--- src/rtl/spdr_pkg.sv ---
// Shared constants and helpers for the buffered SPI data register.
// Imported by the FIFO sub-module, the interface and the top level.
package spdr_pkg;

  localparam int SPDR_DATA_W = 8;

  // RX-full policy selectors.
  localparam int RX_DROP_NEW = 0;
  localparam int RX_DROP_OLD = 1;

  // Occupancy counters must represent 0..depth inclusive.
  function automatic int cnt_w(input int depth);
    return $clog2(depth + 1);
  endfunction

endpackage

--- src/rtl/spdr_if.sv ---
// User/shift-engine bus of spdr_fifo, grouped so benches can bind to one handle.
// Strobes are single-cycle qualifiers sampled on the rising clock edge.
interface spdr_if
  import spdr_pkg::*;
#(
  parameter int DATA_W = SPDR_DATA_W,
  parameter int DEPTH  = 4,
  localparam int CNT_W = cnt_w(DEPTH)
);

  // Handshake: every strobe (wr_en, tx_pop, rx_push, rd_en, flag_clr) is a
  // one-cycle request with no ready back-pressure; a request the FIFO cannot
  // honour is either ignored (pop on empty) or flagged (push on full).
  logic              wr_en;
  logic [DATA_W-1:0] wr_data;
  logic              tx_pop;
  logic [DATA_W-1:0] tx_data;
  logic              tx_empty;
  logic              tx_full;
  logic [CNT_W-1:0]  tx_count;

  logic              rx_push;
  logic [DATA_W-1:0] rx_wdata;
  logic              rd_en;
  logic [DATA_W-1:0] rd_data;
  logic              rx_empty;
  logic              rx_full;
  logic [CNT_W-1:0]  rx_count;

  logic              wcol;
  logic              ovr;
  logic              flag_clr;

  modport slave (
    input  wr_en, wr_data, tx_pop, rx_push, rx_wdata, rd_en, flag_clr,
    output tx_data, tx_empty, tx_full, tx_count,
    output rd_data, rx_empty, rx_full, rx_count, wcol, ovr
  );

  modport master (
    output wr_en, wr_data, tx_pop, rx_push, rx_wdata, rd_en, flag_clr,
    input  tx_data, tx_empty, tx_full, tx_count,
    input  rd_data, rx_empty, rx_full, rx_count, wcol, ovr
  );

endinterface

--- src/rtl/spdr_sync_fifo.sv ---
// Synchronous show-ahead FIFO with separate occupancy count and an optional
// overwrite-oldest mode; overflow pulses whenever a push meets a full FIFO.
module spdr_sync_fifo
  import spdr_pkg::*;
#(
  parameter int DATA_W    = SPDR_DATA_W,
  parameter int DEPTH     = 4,
  parameter int OVERWRITE = 0,
  localparam int PTR_W    = $clog2(DEPTH),
  localparam int CNT_W    = cnt_w(DEPTH)
) (
  input  logic              clk,
  input  logic              rst_n,
  input  logic              push,
  input  logic [DATA_W-1:0] push_data,
  input  logic              pop,
  output logic [DATA_W-1:0] head,
  output logic              empty,
  output logic              full,
  output logic [CNT_W-1:0]  count,
  output logic              overflow
);

  logic [DATA_W-1:0] mem_q [DEPTH];
  logic [PTR_W-1:0]  wr_ptr_q, wr_ptr_d;
  logic [PTR_W-1:0]  rd_ptr_q, rd_ptr_d;
  logic [CNT_W-1:0]  count_q, count_d;
  logic              empty_q, empty_d;
  logic              full_q, full_d;
  logic              pop_ok, push_ok, ovw;

  always_comb begin
    pop_ok   = pop && !empty_q;
    push_ok  = push && (!full_q || pop_ok);
    // Overwrite replaces the oldest entry: both pointers advance, count holds.
    ovw      = push && full_q && !pop && (OVERWRITE != 0);
    overflow = push && full_q && !pop;

    wr_ptr_d = wr_ptr_q;
    rd_ptr_d = rd_ptr_q;
    if (push_ok || ovw) wr_ptr_d = wr_ptr_q + PTR_W'(1);
    if (pop_ok || ovw)  rd_ptr_d = rd_ptr_q + PTR_W'(1);

    count_d = count_q + CNT_W'(push_ok) - CNT_W'(pop_ok);
    empty_d = (count_d == '0);
    full_d  = (count_d == CNT_W'(DEPTH));
  end

  always_ff @(posedge clk or negedge rst_n) begin
    if (!rst_n) begin
      wr_ptr_q <= '0;
      rd_ptr_q <= '0;
      count_q  <= '0;
      empty_q  <= 1'b1;
      full_q   <= 1'b0;
    end else begin
      wr_ptr_q <= wr_ptr_d;
      rd_ptr_q <= rd_ptr_d;
      count_q  <= count_d;
      empty_q  <= empty_d;
      full_q   <= full_d;
    end
  end

  // Storage is deliberately unreset; the empty gate on head hides stale words.
  always_ff @(posedge clk) begin
    if (push_ok || ovw) mem_q[wr_ptr_q] <= push_data;
  end

  assign head  = empty_q ? '0 : mem_q[rd_ptr_q];
  assign empty = empty_q;
  assign full  = full_q;
  assign count = count_q;

endmodule

--- src/rtl/spdr_fifo.sv ---
// Buffered SPI data register: TX and RX FIFOs between user and shift engine,
// plus sticky write-collision and receive-overrun flags.
module spdr_fifo
  import spdr_pkg::*;
#(
  parameter int DATA_W       = SPDR_DATA_W,
  parameter int DEPTH        = 4,
  parameter int RX_OVERWRITE = RX_DROP_NEW
) (
  input logic  clk,
  input logic  rst,
  spdr_if.slave bus
);

  logic tx_ovf, rx_ovf;
  logic wcol_q, wcol_d;
  logic ovr_q, ovr_d;

  spdr_sync_fifo #(
    .DATA_W   (DATA_W),
    .DEPTH    (DEPTH),
    .OVERWRITE(0)
  ) u_tx_fifo (
    .clk      (clk),
    .rst_n    (rst),
    .push     (bus.wr_en),
    .push_data(bus.wr_data),
    .pop      (bus.tx_pop),
    .head     (bus.tx_data),
    .empty    (bus.tx_empty),
    .full     (bus.tx_full),
    .count    (bus.tx_count),
    .overflow (tx_ovf)
  );

  spdr_sync_fifo #(
    .DATA_W   (DATA_W),
    .DEPTH    (DEPTH),
    .OVERWRITE(RX_OVERWRITE)
  ) u_rx_fifo (
    .clk      (clk),
    .rst_n    (rst),
    .push     (bus.rx_push),
    .push_data(bus.rx_wdata),
    .pop      (bus.rd_en),
    .head     (bus.rd_data),
    .empty    (bus.rx_empty),
    .full     (bus.rx_full),
    .count    (bus.rx_count),
    .overflow (rx_ovf)
  );

  // A set event in the clearing cycle wins over flag_clr.
  always_comb begin
    wcol_d = tx_ovf | (wcol_q & ~bus.flag_clr);
    ovr_d  = rx_ovf | (ovr_q & ~bus.flag_clr);
  end

  always_ff @(posedge clk or negedge rst) begin
    if (!rst) begin
      wcol_q <= 1'b0;
      ovr_q  <= 1'b0;
    end else begin
      wcol_q <= wcol_d;
      ovr_q  <= ovr_d;
    end
  end

  assign bus.wcol = wcol_q;
  assign bus.ovr  = ovr_q;

endmodule

--- src/flat_wrapper.sv ---
// flat-port wrapper written by rule: the top's interface ports become plain ports
module spdr_fifo_flat import spdr_pkg::*;
#(
  parameter int DATA_W       = SPDR_DATA_W,
  parameter int DEPTH        = 4,
  parameter int RX_OVERWRITE = RX_DROP_NEW
)
  (clk, rst, bus_wr_en, bus_wr_data, bus_tx_pop, bus_rx_push, bus_rx_wdata, bus_rd_en, bus_flag_clr, bus_tx_data, bus_tx_empty, bus_tx_full, bus_tx_count, bus_rd_data, bus_rx_empty, bus_rx_full, bus_rx_count, bus_wcol, bus_ovr);
  spdr_if #(.DATA_W(DATA_W), .DEPTH(DEPTH)) bus_i ();
  input logic clk;
  input logic rst;
  input wire logic [$bits(bus_i.wr_en)-1:0] bus_wr_en;
  input wire logic [$bits(bus_i.wr_data)-1:0] bus_wr_data;
  input wire logic [$bits(bus_i.tx_pop)-1:0] bus_tx_pop;
  input wire logic [$bits(bus_i.rx_push)-1:0] bus_rx_push;
  input wire logic [$bits(bus_i.rx_wdata)-1:0] bus_rx_wdata;
  input wire logic [$bits(bus_i.rd_en)-1:0] bus_rd_en;
  input wire logic [$bits(bus_i.flag_clr)-1:0] bus_flag_clr;
  output wire logic [$bits(bus_i.tx_data)-1:0] bus_tx_data;
  output wire logic [$bits(bus_i.tx_empty)-1:0] bus_tx_empty;
  output wire logic [$bits(bus_i.tx_full)-1:0] bus_tx_full;
  output wire logic [$bits(bus_i.tx_count)-1:0] bus_tx_count;
  output wire logic [$bits(bus_i.rd_data)-1:0] bus_rd_data;
  output wire logic [$bits(bus_i.rx_empty)-1:0] bus_rx_empty;
  output wire logic [$bits(bus_i.rx_full)-1:0] bus_rx_full;
  output wire logic [$bits(bus_i.rx_count)-1:0] bus_rx_count;
  output wire logic [$bits(bus_i.wcol)-1:0] bus_wcol;
  output wire logic [$bits(bus_i.ovr)-1:0] bus_ovr;
  assign bus_i.wr_en = bus_wr_en;
  assign bus_i.wr_data = bus_wr_data;
  assign bus_i.tx_pop = bus_tx_pop;
  assign bus_i.rx_push = bus_rx_push;
  assign bus_i.rx_wdata = bus_rx_wdata;
  assign bus_i.rd_en = bus_rd_en;
  assign bus_i.flag_clr = bus_flag_clr;
  assign bus_tx_data = bus_i.tx_data;
  assign bus_tx_empty = bus_i.tx_empty;
  assign bus_tx_full = bus_i.tx_full;
  assign bus_tx_count = bus_i.tx_count;
  assign bus_rd_data = bus_i.rd_data;
  assign bus_rx_empty = bus_i.rx_empty;
  assign bus_rx_full = bus_i.rx_full;
  assign bus_rx_count = bus_i.rx_count;
  assign bus_wcol = bus_i.wcol;
  assign bus_ovr = bus_i.ovr;
  spdr_fifo #(.DATA_W(DATA_W), .DEPTH(DEPTH), .RX_OVERWRITE(RX_OVERWRITE)) u_core (.clk(clk), .rst(rst), .bus(bus_i));
endmodule
--- config.mk ---
export PLATFORM = sky130hd
export DESIGN_NAME = spdr_fifo_flat
export DESIGN_NICKNAME = d
export VERILOG_FILES = /design/src/rtl/spdr_pkg.sv /design/src/rtl/spdr_if.sv /design/src/rtl/spdr_sync_fifo.sv /design/src/rtl/spdr_fifo.sv /design/src/flat_wrapper.sv
export SDC_FILE = /design/constraint.sdc
export NUM_CORES = 1
export LEC_CHECK = 0
export BUFFER_PORTS_ARGS = -buffer_cell sky130_fd_sc_hd__buf_2
export CAP_MARGIN = 30
export CORE_MARGIN = 2
export CORE_UTILIZATION = 28
export DETAILED_ROUTE_END_ITERATION = 10
export GPL_TIMING_DRIVEN = 0
export SYNTH_ARGS = -nofsm -noshare
export SYNTH_HDL_FRONTEND = slang
export SYNTH_HIERARCHICAL = 1
export SYNTH_SLANG_ARGS = --single-unit
export TNS_END_PERCENT = 100
--- constraint.sdc ---
create_clock -name clk -period 2.75 [get_ports clk]
set_input_delay 0.275 -clock clk [delete_from_list [all_inputs] [get_ports clk]]
set_output_delay 0.275 -clock clk [all_outputs]
set_load 0.01 [all_outputs]
==> reports/metrics.cfg, run 1 <==
[setup_path]
path_max_fanout = 7
r2r_end = u_core/u_rx_fifo/full
critPathLaunch = u_core/u_rx_fifo/empty
critPathLaunchType = register
cp-end-kind = register
r2r_start = u_core/u_rx_fifo/empty
endpoint = u_core/u_rx_fifo/full
crit_type = reg2reg
crit_arrival_ps = 2630
ff2ff_path_depth = 10
r2r_slack_ps = 370
crit_required_ps = 3010

[layout]
fin_nets = 308
diodes = 0
fillerInstances = 1219
mostFrequentLayoutCell = edfxtp_1
areaGrowthSynthToFinish_pct = 21.3
instances_no_fill = 444
final_cell_mix = edfxtp_1 (64), buf_2 (52), mux2i_1 (32), dfrtp_1 (18), o22ai_1 (16)
drive_gt1_frac = 0.330
stdcell_area_um2 = 4250

[placement]
port_buffers = 50
preCtsSetupSlack_ps = 350
dpl_cell_area_um2 = 3970
dp_hpwl_um = 4390
placed_cells = 427
gp_congestion = 0.697

[yosys]
syn_inst = 209
ys_ff_latch = 84
synth.yosys.warnings = 6
synth_nets = 246
syn_avg_cell_area_um2 = 16.8
synthArstFlopShare = 0.238
synth_largest_area_cell = edfxtp_1
synthTopCellsByArea = edfxtp_1 (55%), dfrtp_1 (13%), mux2i_1 (9.1%)
synth-edff-count = 64
syn_area_um2 = 3510
synthFlopType = edfxtp_1
ys_types = 24
ys_seq_area_frac = 0.691
synth.top_cell.area_share = 0.548

[timing]
max_freq_ghz = 0.421
finalCritPeriodShare = 0.864
fin_ws_ps = 373
final_max_slew_viol_count = 0
finalSetupTns_ps = 0
min_period_ps = 2380
finClkSkew_ps = 8.17
hold_viol = 0
finalSetupViolCount = 0
worstMarginPinSlew_ps = 502
slew_headroom = 0.665
rsz0062_at_grt = no

[global_routing]
grt_antenna_before_repair = 0
grt_start_max_net_pins = 21
grt_pass1_wl_um = 10200
globalRouteOverflowTotal = 0
grt_pass1_vias = 1970
grt_usage = 0.104

[clock_tree]
cts_tree = built
cts_setup_buffers = 0
cts_resized = 0
clk_latency_ps = 340
cts.sinks = 84
clockBufferDepth = 2
clockRootBuffer = clkbuf_16
cts_buffers = 9
clk_pin_slew_worst_paths_ps = 60
postCtsHoldBufs = 1
htree_levels = 3

[detailed_routing]
vias_per_cell = 4.15
first_pass_iters = 4
drcViolationCount = 0
drtIter0Drc = 50
wl_per_cell_um = 14.6
vias = 1843
routed_wl_um = 6500
ant_nets = 0

[die]
fp.coreArea_um2 = 12100
dieArea_um2 = 13400
ios = 51
initial_core_util = 0.290
fp.dieH_um = 116
fp.dieW_um = 116
fp-row-count = 40

[pwr]
p_per_area_nw_per_um2 = 1090
leakage_nw = 1.74
irDropWorstVdd_uv = 488

[min_path]
hp-class = in2reg

[flow_run]
drv_cap = 0

[run_status]
status = finished, final reports clean

==> registers in the layout (all words and copies together) (netlist names) <==
name                       cells
u_core/bus.ovr                 1
u_core/bus.wcol                1
u_core/u_rx_fifo/count         3
u_core/u_rx_fifo/empty         1
u_core/u_rx_fifo/full          1
u_core/u_rx_fifo/mem_q        32
u_core/u_rx_fifo/rd_ptr_q      2
u_core/u_rx_fifo/wr_ptr_q      2
u_core/u_tx_fifo/count         3
u_core/u_tx_fifo/empty         1
u_core/u_tx_fifo/full          1
u_core/u_tx_fifo/mem_q        32
u_core/u_tx_fifo/rd_ptr_q      2
u_core/u_tx_fifo/wr_ptr_q      2
==> final cells by class <==
class | instances | area (um2) | share of cell area
sequential | 84 | 2420 | 0.570
tap | 168 | 210 | 0.0494
clock inverter | 6 | 47.5 | 0.0112
timing repair buffer | 51 | 260 | 0.0612
multi-input combinational | 102 | 956 | 0.225
inverter | 15 | 56.3 | 0.0132
buffer | 8 | 70.1 | 0.0165
clock buffer | 10 | 229 | 0.0538
==> synthesized netlist by cell type, drive strengths merged, types with 4 or more instances <==
library cell,instances
o22ai,16
ha,12
mux2i,32
nand2b,4
inv,15
xnor2,10
nand2,4
and2,8
buf,8
edfxtp,64
dfrtp,18
==> per-stage QoR <==
step | hold WS [ps] | util | power [mW]
after floorplan | -20.6 | - | 3.04
after global placement | 269 | 0.328 | 3.57
after detailed placement | 268 | 0.328 | 3.60
after CTS | 135 | 0.351 | 4.72
after global routing | 145 | 0.351 | 4.95
final | 149 | 0.351 | 4.65
==> worst max-delay path, cell delays in order (launching register included) <==
cell	delay [ps]
dfstp_2	380
nand2b_4	160
a21boi_4	250
inv_1	70
ha_1	270
inv_1	40
ha_1	180
fa_1	370
xnor2_1	140
xnor2_1	230
nor3b_2	210
==> cell families (layout without fill, tap and decap cells) <==
logic type	after synthesis	count (layout)	synth area share
simple gates	24	24	0.0499
fa+ha+maj	14	14	0.0542
mux	34	34	0.0999
xor+xnor	10	10	0.0250
buf+inv	23	90	0.0360
compound gates	20	20	0.0435
flops	84	84	0.691
==> layer usage <==
layer  vias up  share of wire  track usage
li1        885              -            -
met1       921           0.45        0.128
met2        28           0.50        0.168
met3         9          0.034       0.0314
met4         0          0.020       0.0500
met5         -              0            0
==> worst min path at each step <==
| stage | end | startpoint | depth (start not counted) |
|---|---|---|---|
| 2_1_floorplan | u_core/bus.ovr | rst | 0 |
| 3_3_place_gp | u_core/u_tx_fifo/full | rst | 1 |
| 3_5_place_dp | u_core/u_tx_fifo/count[0] | rst | 1 |
| 4_1_cts | u_core/u_tx_fifo/mem_q[1][1] | bus_wr_data[1] | 1 |
| 5_1_grt | u_core/u_tx_fifo/mem_q[1][3] | bus_wr_data[3] | 1 |
| 6_report | u_core/u_rx_fifo/mem_q[1][0] | bus_rx_wdata[0] | 1 |
==> power by group <==
part / internal, mW / switching [mW] / leakage [nW]
combinational: 0.768 / 0.927 / 0.788
clock: 0.617 / 0.487 / 0.122
sequential: 1.71 / 0.138 / 0.825
total: 3.10 / 1.55 / 1.74
Power figures use the tool's default switching activity.
==> run 2, diff against run 1 <==
--- a/config.mk
+++ b/config.mk
@@ -8,9 +8,11 @@
 export BUFFER_PORTS_ARGS = -buffer_cell sky130_fd_sc_hd__buf_2
 export CAP_MARGIN = 30
 export CORE_MARGIN = 2
-export CORE_UTILIZATION = 28
+export CORE_UTILIZATION = 55
+export CTS_CLUSTER_DIAMETER = 150
 export DETAILED_ROUTE_END_ITERATION = 10
 export GPL_TIMING_DRIVEN = 0
+export PLACE_DENSITY = 0.77
 export SYNTH_ARGS = -nofsm -noshare
 export SYNTH_HDL_FRONTEND = slang
 export SYNTH_HIERARCHICAL = 1
==> constraint.sdc (replaced) <==
create_clock -name clk -period 2.2 [get_ports clk]
set_input_delay 0.22 -clock clk [delete_from_list [all_inputs] [get_ports clk]]
set_output_delay 0.22 -clock clk [all_outputs]
set_load 0.01 [all_outputs]
==> reports/metrics.cfg, run 2 (synthesis gave the netlist of run 1 again) <==
[clock_tree]
cts_tree = built
clk_pin_slew_worst_paths_ps = 80
cts.sinks = 84
htree_levels = 3
clockBufferDepth = 2
clockRootBuffer = clkbuf_8
clk_latency_ps = 350
cts_buffers = 9

[die]
fp.dieW_um = 83.9
fp.dieH_um = 83.9
fp.coreArea_um2 = 6240
fp-row-count = 29
ios = 51
dieArea_um2 = 7030
initial_core_util = 0.562

[detailed_routing]
vias = 1857
vias_per_cell = 5.12
drcViolationCount = 0
wl_per_cell_um = 16.3
first_pass_iters = 4
routed_wl_um = 5910
drtIter0Drc = 133
ant_nets = 0

[setup_path]
slowest_delay_ps = 380
critPathLaunchType = register
crit_buf_inv = 2
crit_chain = nand2b_4, a21boi_4, inv_2, ha_4, inv_2, ha_4, fa_2, xnor2_2, xnor2_2, nor3b_2
crit_required_ps = 2470
endpoint = u_core/u_rx_fifo/full
r2r_end = u_core/u_rx_fifo/full
path_max_fanout = 3
ff2ff_path_depth = 10
r2r_slack_ps = 2
cp_slowest_cell = dfstp_2
crit_type = reg2reg
r2r_start = u_core/u_rx_fifo/empty
crit_family = adder cells
critical_path_depth = 10
cp-end-kind = register
critPathLaunch = u_core/u_rx_fifo/empty
crit_arrival_ps = 2470

[layout]
fin_util = 0.685
final_cell_mix = edfxtp_1 (64), buf_2 (52), mux2i_1 (32), dfrtp_1 (18), o22ai_1 (16)
instances_no_fill = 363
areaGrowthSynthToFinish_pct = 21.9
drive_gt1_frac = 0.413
diodes = 0
top_regs = u_core/u_rx_fifo/mem_q x32, u_core/u_tx_fifo/mem_q x32
mostFrequentLayoutCell = edfxtp_1
stdcell_area_um2 = 4280
fin_nets = 318

[timing]
worstMarginPinSlew_ps = 456
max_freq_ghz = 0.455
rsz0062_at_grt = yes
hold_viol = 0
finClkSkew_ps = 6.52
final_max_slew_viol_count = 0
finalSetupViolCount = 0
min_period_ps = 2200
finalCritPeriodShare = 0.999
fin_ws_ps = 2.34
slew_headroom = 0.696

[placement]
gp_congestion = 0.712
port_buffers = 50
placed_cells = 336
dp_hpwl_um = 3680
preCtsSetupSlack_ps = -165
dpl_cell_area_um2 = 3850

[pwr]
leakage_nw = 1.80
irDropWorstVdd_uv = 966
p_per_area_nw_per_um2 = 1410
power_mw = 6.04

[global_routing]
grt_start_max_net_pins = 21
globalRouteOverflowTotal = 0
grt_pass1_wl_um = 8860
grt_pass1_vias = 1809
grt_usage = 0.171
grt_antenna_before_repair = 0

[min_path]
hp-class = in2reg
min_from = bus_rx_wdata[6]

[flow_run]
drv_cap = 0

[run_status]
status = finished, final reports clean

run 2: worst register-to-register path, cell delays in order, from the launching register on:
cell and delay (ps):
dfstp_2 380, nand2b_4 170, a21boi_4 160, inv_2 60, ha_4 250, inv_2 40, ha_4 150, fa_2 370
xnor2_2 210, xnor2_2 150, nor3b_2 190
run 2: per-stage QoR:
step                      TNS, ps  hold slack [ps]
after floorplan                 0            -75.6
after global placement       -261              187
after detailed placement     -377              195
after CTS                    -107             68.0
after global routing         -202             71.6
final                           0             78.6
run 2: timing repair:
action,CTS,global route
buffers inserted,8,2
hold endpoints to repair,18,0
gates resized for setup,5,16
endpoints found under the setup margin,6,6
pin swaps,6,9
hold buffers,1,0
run 2: cell type report:
cell class / count / area, um2
Sequential cell: 84 / 2420
Fill cell: 451 / 1960
Multi-Input combinational cell: 102 / 1050
Timing Repair Buffer: 61 / 335
Clock buffer: 9 / 124
Clock inverter: 7 / 115
Tap cell: 77 / 96.3
Buffer: 8 / 70.1
Inverter: 15 / 58.8
run 2: metal layers:
layer | global-route usage | up-vias | wire, um
li1 | - | 907 | -
met1 | 0.229 | 898 | 2680
met2 | 0.263 | 44 | 2840
met3 | 0.0603 | 8 | 290
met4 | 0.0616 | 0 | 95
met5 | 0 | - | 0
run 2: power breakdown:
part / internal [mW] / switching (mW) / leakage (nW)
Combinational: 1.19 / 1.25 / 0.855
Clock: 0.750 / 0.533 / 0.117
Sequential: 2.13 / 0.186 / 0.825
run 2: how the worst min path moves through the flow:
stage | to | slack, ps | depth (start not counted)
3_3_place_gp | u_core/u_tx_fifo/wr_ptr_q[0] | 190 | 1
3_5_place_dp | u_core/u_tx_fifo/wr_ptr_q[0] | 200 | 1
4_1_cts | u_core/u_rx_fifo/mem_q[2][6] | 70 | 1
2_1_floorplan | u_core/bus.ovr | -80 | 0
5_1_grt | u_core/u_tx_fifo/mem_q[2][6] | 70 | 1
6_report | u_core/u_rx_fifo/mem_q[0][6] | 80 | 1
